File: src/rtl/adam_mem_bridge.sv
// adam_mem_bridge: AXI-Lite slave to single-port SRAM bridge with ADAM pause handshake.
// Define ADAM_MEM_BRIDGE_ERR_EN to answer out-of-range addresses with SLVERR instead of wrapping.
module adam_mem_bridge #(
    parameter int ADDR_WIDTH = 32,
    parameter int DATA_WIDTH = 32,
    parameter int MEM_DEPTH  = 1024,
    localparam int STRB_WIDTH = DATA_WIDTH / 8,
    localparam int IDX_W      = $clog2(MEM_DEPTH)
) (
    input  logic                  clk,
    input  logic                  rst_n,
    input  logic                  pause_req,
    output logic                  pause_ack,
    input  logic [ADDR_WIDTH-1:0] aw_addr,
    input  logic                  aw_valid,
    output logic                  aw_ready,
    input  logic [DATA_WIDTH-1:0] w_data,
    input  logic [STRB_WIDTH-1:0] w_strb,
    input  logic                  w_valid,
    output logic                  w_ready,
    output logic [1:0]            b_resp,
    output logic                  b_valid,
    input  logic                  b_ready,
    input  logic [ADDR_WIDTH-1:0] ar_addr,
    input  logic                  ar_valid,
    output logic                  ar_ready,
    output logic [DATA_WIDTH-1:0] r_data,
    output logic [1:0]            r_resp,
    output logic                  r_valid,
    input  logic                  r_ready,
    output logic                  mem_req,
    output logic                  mem_we,
    output logic [IDX_W-1:0]      mem_addr,
    output logic [STRB_WIDTH-1:0] mem_be,
    output logic [DATA_WIDTH-1:0] mem_wdata,
    input  logic [DATA_WIDTH-1:0] mem_rdata
);
    localparam int OFS = $clog2(STRB_WIDTH);
    typedef enum logic [2:0] {PAUSED, IDLE, WR_ISSUE, RD_ISSUE, RD_WAIT, B_RESP, R_RESP} state_t;
    state_t                r_state, w_next;
    logic                  r_prio;
    logic [IDX_W-1:0]      r_idx;
    logic [STRB_WIDTH-1:0] r_be;
    logic [DATA_WIDTH-1:0] r_wdata, r_rdata;
    logic [1:0]            r_bresp, r_rresp;
    logic                  w_wr_cand, w_wr_acc, w_rd_acc, w_aw_err, w_ar_err, w_unused;
`ifdef ADAM_MEM_BRIDGE_ERR_EN
    localparam logic [ADDR_WIDTH-1:0] LIMIT = ADDR_WIDTH'(MEM_DEPTH * STRB_WIDTH);
    assign w_aw_err = aw_addr >= LIMIT;
    assign w_ar_err = ar_addr >= LIMIT;
`else
    assign w_aw_err = 1'b0;
    assign w_ar_err = 1'b0;
`endif
    assign w_unused  = ^{aw_addr, ar_addr};
    // r_prio=1 favours the write candidate; it flips on every accepted transaction
    assign w_wr_cand = aw_valid && w_valid;
    assign w_wr_acc  = r_state == IDLE && !pause_req && w_wr_cand && (!ar_valid || r_prio);
    assign w_rd_acc  = r_state == IDLE && !pause_req && ar_valid && (!w_wr_cand || !r_prio);
    always_ff @(posedge clk or negedge rst_n) begin
        if (!rst_n) r_state <= PAUSED;
        else        r_state <= w_next;
    end
    always_comb begin
        w_next    = r_state;
        pause_ack = r_state == PAUSED;
        aw_ready  = w_wr_acc;
        w_ready   = w_wr_acc;
        ar_ready  = w_rd_acc;
        b_valid   = r_state == B_RESP;
        r_valid   = r_state == R_RESP;
        mem_req   = r_state == WR_ISSUE || r_state == RD_ISSUE;
        mem_we    = r_state == WR_ISSUE;
        mem_addr  = (r_state == WR_ISSUE || r_state == RD_ISSUE) ? r_idx : '0;
        mem_be    = r_state == WR_ISSUE ? r_be : '0;
        mem_wdata = r_state == WR_ISSUE ? r_wdata : '0;
        case (r_state)
            PAUSED:   w_next = pause_req ? PAUSED : IDLE;
            IDLE:     w_next = pause_req ? PAUSED :
                               w_wr_acc  ? (w_aw_err ? B_RESP : WR_ISSUE) :
                               w_rd_acc  ? (w_ar_err ? R_RESP : RD_ISSUE) : IDLE;
            WR_ISSUE: w_next = B_RESP;
            RD_ISSUE: w_next = RD_WAIT;
            RD_WAIT:  w_next = R_RESP;
            B_RESP:   w_next = b_ready ? IDLE : B_RESP;
            R_RESP:   w_next = r_ready ? IDLE : R_RESP;
            default:  w_next = PAUSED;
        endcase
    end
    always_ff @(posedge clk or negedge rst_n) begin
        if (!rst_n) begin
            r_prio  <= 1'b0;
            r_idx   <= '0;
            r_be    <= '0;
            r_wdata <= '0;
            r_rdata <= '0;
            r_bresp <= 2'b00;
            r_rresp <= 2'b00;
        end else begin
            if (w_wr_acc || w_rd_acc) r_prio <= ~r_prio;
            if (w_wr_acc) begin
                r_idx   <= aw_addr[OFS +: IDX_W];
                r_be    <= w_strb;
                r_wdata <= w_data;
                r_bresp <= w_aw_err ? 2'b10 : 2'b00;
            end
            if (w_rd_acc) begin
                r_idx   <= ar_addr[OFS +: IDX_W];
                r_rresp <= w_ar_err ? 2'b10 : 2'b00;
                if (w_ar_err) r_rdata <= '0;
            end
            if (r_state == RD_WAIT) r_rdata <= mem_rdata;
        end
    end
    assign b_resp = r_bresp;
    assign r_resp = r_rresp;
    assign r_data = r_rdata;
endmodule

File: config.mk
export PLATFORM = sky130hd
export DESIGN_NAME = adam_mem_bridge
export DESIGN_NICKNAME = d
export VERILOG_FILES = /design/src/rtl/adam_mem_bridge.sv
export SDC_FILE = /design/constraint.sdc
export NUM_CORES = 1
export LEC_CHECK = 0
export ABC_AREA = 1
export BUFFER_PORTS_ARGS = -buffer_cell sky130_fd_sc_hd__buf_2
export CELL_PAD_IN_SITES_DETAIL_PLACEMENT = 2
export CELL_PAD_IN_SITES_GLOBAL_PLACEMENT = 2
export CORE_MARGIN = 2
export CORE_UTILIZATION = 23
export CTS_BUF_LIST = sky130_fd_sc_hd__clkbuf_4 sky130_fd_sc_hd__clkbuf_8
export CTS_CLUSTER_SIZE = 30
export DETAILED_ROUTE_END_ITERATION = 12
export PLACE_DENSITY = 0.82
export SYNTH_ARGS = -nofsm -noshare
export SYNTH_HDL_FRONTEND = slang
export SYNTH_SLANG_ARGS = --single-unit
File: constraint.sdc
create_clock -name clk -period 1.8 [get_ports clk]
set_clock_uncertainty 0.2 [all_clocks]
set_input_delay 0.18 -clock clk [delete_from_list [all_inputs] [get_ports clk]]
set_output_delay 0.18 -clock clk [all_outputs]
set_load 0.01 [all_outputs]
After elaboration in Yosys (flattened, before gate mapping):

Index checks and enable logic that the tools add are counted.
Widths: inputs -> output; s select.

* equality and inequality tests: 6
* mux-type cells: 12
* bitwise gates (word level): 1
* reduce and logical (&&, ||, !) cells: 16

Operators by type and width (number)
* $mux 32: 1
* $mux 10: 3
* $pmux 3 s7: 1
* $eq 3x3->1 const B: 3
* $eq 3x2->1 const B: 2
* $logic_and 1x1->1: 6
* $mux 2: 3
* $mux 3: 2
* $logic_not 1->1: 4
* $logic_or 1x1->1: 4
* $mux 4: 1
* $eq 3x1->1 const B: 1
* $logic_not 3->1: 1
* $reduce_bool 2->1: 1
* $mux 1: 1
* $not 1->1: 1

* bits in registers: 82
* input bits: 140
* output and inout port bits: 90
* logic and storage cells: 41

Logic depth before layout (Yosys ltp):

* depth in word-level cells: 8
* gate-level depth with buffers: 8
* mapped depth without buffers: 7

Worst setup path after synthesis:

No wires, ideal clock.

* path type: reg2out
* start: reg r_state[2]
* end: out mem_wdata[10]
* arrival time: 1.331 ns
* required time: 1.420 ns
* slack: 0.089 ns
* stages on the path, launching flop included: 8
* path buffers: 2
* cell sequence: dfrtp_1 > buf_2 > nor2_4 > inv_1 > nor2_2 > inv_2 > buf_2 > nor2_1

* cells in the longest elaborated chain, start to end: 2

RTL lines
* start: declaration: line 40 `state_t r_state, w_next;`
* start signal: assignment: line 62 `else r_state <= w_next;`
* $eq 3x2->1
* net mem_we: line 32 `output logic mem_we,`
* $mux 32: line 76 `mem_wdata = r_state == WR_ISSUE ? r_wdata : '0;`
* end: declaration: line 35 `output logic [DATA_WIDTH-1:0] mem_wdata,`

The timed path passes the listed nets, and every way through them passes these cells.

Worst setup path after layout:

* start: reg r_state[1]
* end: out ar_ready

* cells in the longest elaborated chain, start to end: 4

RTL lines
* $eq 3x1->1: line 59 `assign w_rd_acc = r_state == IDLE && !pause_req && ar_valid && (!w_wr_cand || !r_prio);`
* $logic_and 1x1->1 (3 in a row): line 59
* end: declaration: line 26 `output logic ar_ready,`

Every way passes these cells.

==> metrics.md <==
| Metric | Value |
|---|---|
| Die Area | 0.0175 sq mm |
| Distinct cells, synth | 22 |
| Worst Path Buf+Inv | 5 |
| R2r worst-path depth | 11 |
| DR pass1 iterations | 4 |
| Max-slew violation count | 0 |
| DIE WIDTH | 132 um |
| Data required, critical path | 1.42 ns |
| Leakage | 3.64 nW |
| Max Fclk | 487 MHz |
| Failing checks | setup timing |
| Boundary Pins | 230 |
| CTS Buffer Depth | 2 |
| Fin util | 0.439 |
| Antenna Nets Post-Route | 0 |
| Sequential area share after synthesis | 0.543 |
| Final wirelength | 19700 um |
| MaxCap Viol Count | 0 |
| Unrepaired setup endpoints after global routing | true |
| Root Buffer | clkbuf_8 |
| # H-tree levels | 3 |
| Starting Density | 0.236 |
| Total track usage | 0.205 |
| VDD IR-drop max | 399 uV |
| Slowest CP cell | dfrtp_1 |
| Initial antenna violation count | 4 |
| CTS tree | done |
| Setup-failing EPs final | 76 |
| Post-DP HPWL | 9980 um |
| First-pass GRT wire length | 28200 um |
| Startpoint types | flip-flop |
| Setup WS pre-CTS | 0.0598 ns |
| Post-layout min period | 2.05 ns |
| TritonCTS Buffers | 9 |
| Max stage delay on crit path | 0.42 ns |
| Ratio of final minimum period to clock period | 1.14 |
| Crit path cell chain | inv_2, buf_4, nand2_2, nor2_4, nand2_2, buf_8, inv_2, buf_6 |
| Chip height | 132 um |
| DRC | 0 |
| Vias | 4498 |
| Dpl cell area | 0.00494 sq mm |
| Final worst-path setup slack | -0.253 ns |
| Drt wl/cell | 19.6 um |
| Final hold vios | 0 |
| WS Path Type | reg -> out |
| Clk sink count | 82 |
| Worst hold path type | in -> async |
| Seq cells post-synth | 82 |
| Area Overhead vs Synth | 85.8% |
| 1st-iter DRT viols | 118 |
| Clk slew on worst S/H paths | 0.08 ns |
| CP delay by family, top | buffers and inverters |
| Post-DR vias/cell | 4.49 |
| Routability cong. | 0.754 |
| Largest net degree at the start of global routing | 83 |
| Synth warn | 0 |
| GR Overflow Total | 0 |
| Cell depth of the worst setup path | 8 |
| CP endpoint kind | output port |
| Synthesized cell area | 0.00378 sq mm |
| Number of global-route vias before repair | 5109 |
| CP Max Fanout | 3 |
| Avg Inst Size Synth | 7.92 sq um |
| Final nets | 917 |
| Placeable core area | 0.0160 sq mm |
| Final instance area | 0.00702 sq mm |
| Status | finished, violations left |
| Critical Path AT | 1.67 ns |
| Site Rows | 46 |
| Gate Count Post-Synth | 477 |
| Fraction of layout cells with a size suffix above 1 | 0.403 |
| Port Buffer Count | 181 |
| Pwr Density | 1340 mW/mm^2 |
| Worst skew pair latency | 0.36 ns |
## cell families (layout without fill, tap and decap cells)
kind of cell / Yosys count / after routing / share of synthesized area
simple gates: 256 / 256 / 0.283
buf+inv: 99 / 401 / 0.120
flops: 82 / 82 / 0.543
compound gates: 39 / 39 / 0.0523
other cells: 1 / 8 / 0.000992
## metrics by stage
stage | power [mW] | cells | hold WS, ns | setup TNS, ns
6_report | 9.44 | 1002 | 0.194 | -9.15
5_1_grt | 10.1 | 1002 | 0.247 | -17.40
4_1_cts | 8.74 | 983 | 0.207 | -8.07
3_5_place_dp | 6.61 | 862 | 0.0559 | 0
3_3_place_gp | 6.32 | 862 | 0.0492 | 0
2_1_floorplan | 5.10 | 480 | -0.316 | 0
## synth_stat cells
master / n / area [sq um]
a21oi_1: 1 / 5.00
buf_1: 1 / 3.75
buf_2: 9 / 45.0
buf_4: 10 / 75.1
buf_6: 4 / 45.0
clkbuf_1: 8 / 30.0
clkinv_4: 1 / 8.76
conb_1: 1 / 3.75
dfrtp_1: 82 / 2050
inv_1: 64 / 240
inv_2: 2 / 7.51
nand2_1: 135 / 507
nand2_4: 1 / 11.3
nand3_1: 65 / 325
nand4_1: 1 / 6.26
nor2_1: 50 / 188
nor2_2: 1 / 6.26
nor2_4: 2 / 22.5
nor3_1: 1 / 5.00
o21a_1: 1 / 7.51
o21ai_0: 21 / 105
o21ai_1: 16 / 80.1
## path summary, 6_finish.rpt
kind                            slack, ns          end       start
max in group asynchronous            0.80   r_data[30]       rst_n
worst min-delay path                 0.19    r_data[3]       rst_n
min in group clk                     0.27    r_data[4]   r_data[4]
worst max-delay path                -0.25     ar_ready  r_state[1]
worst max register to register      -0.10  r_wdata[25]  r_state[1]
worst min register to register       0.27    r_data[4]   r_data[4]
## power by group
part | total (mW) | switching, mW | internal [mW]
clock network | 1.38 | 0.736 | 0.649
logic | 4.82 | 2.87 | 1.95
registers | 3.24 | 0.483 | 2.75
## routing by layer
layer | global-route usage | wire length (um) | vias up
li1 | - | - | 2051
met1 | 0.208 | 6920 | 2260
met2 | 0.414 | 11400 | 150
met3 | 0.0396 | 726 | 37
met4 | 0.0669 | 607 | 0
met5 | 0 | 0 | -
## repair_timing
item | in CTS | in global routing
cloned | 2 | 9
hold endpoints to repair | 163 | 0
setup endpoints to repair | 52 | 88
gates resized for setup | 82 | 81
pin swaps | 5 | 2
setup buffers | 12 | 7
hold buffers | 92 | 0
## worst register-to-register path, stage by stage (launching register included)
cell and delay [ns]:
dfrtp_1 0.42, inv_2 0.09, buf_4 0.13, nand2_2 0.06, nor2_4 0.21, nand2_4 0.10, clkinv_8 0.09, buf_4 0.11
buf_6 0.12, clkbuf_16 0.15, nand2_1 0.05, o21ai_0 0.08
## cells in the final DEF, fill, tap and decap left out, drive strengths merged, types with 4 or more instances in the layout
cell type / Yosys / layout
diode: 0 / 4
dfrtp: 82 / 82
conb: 1 / 4
o21ai: 37 / 37
dlygate4sd3: 0 / 92
nand3: 65 / 65
clkbuf: 8 / 18
nor2: 53 / 53
buf: 24 / 218
nand2: 136 / 136
inv: 66 / 66
clkinv: 1 / 5
## registers in the layout, indices dropped and copies added (netlist names)
name,cells
r_data,32
r_state,3
r_idx,10
r_prio,1
r_be,4
r_wdata,32
## area by class of cell
cell class | instances | area (sq um)
inverters | 67 | 269
well taps | 216 | 270
diodes | 4 | 10.0
repair buffers | 318 | 2660
clock inverters | 6 | 57.6
multi-input cells | 299 | 1570
clock buffers | 10 | 131
fillers | 1734 | 8980
flip-flops and latches | 82 | 2050
Note: power is estimated with default switching activity, not from simulation.
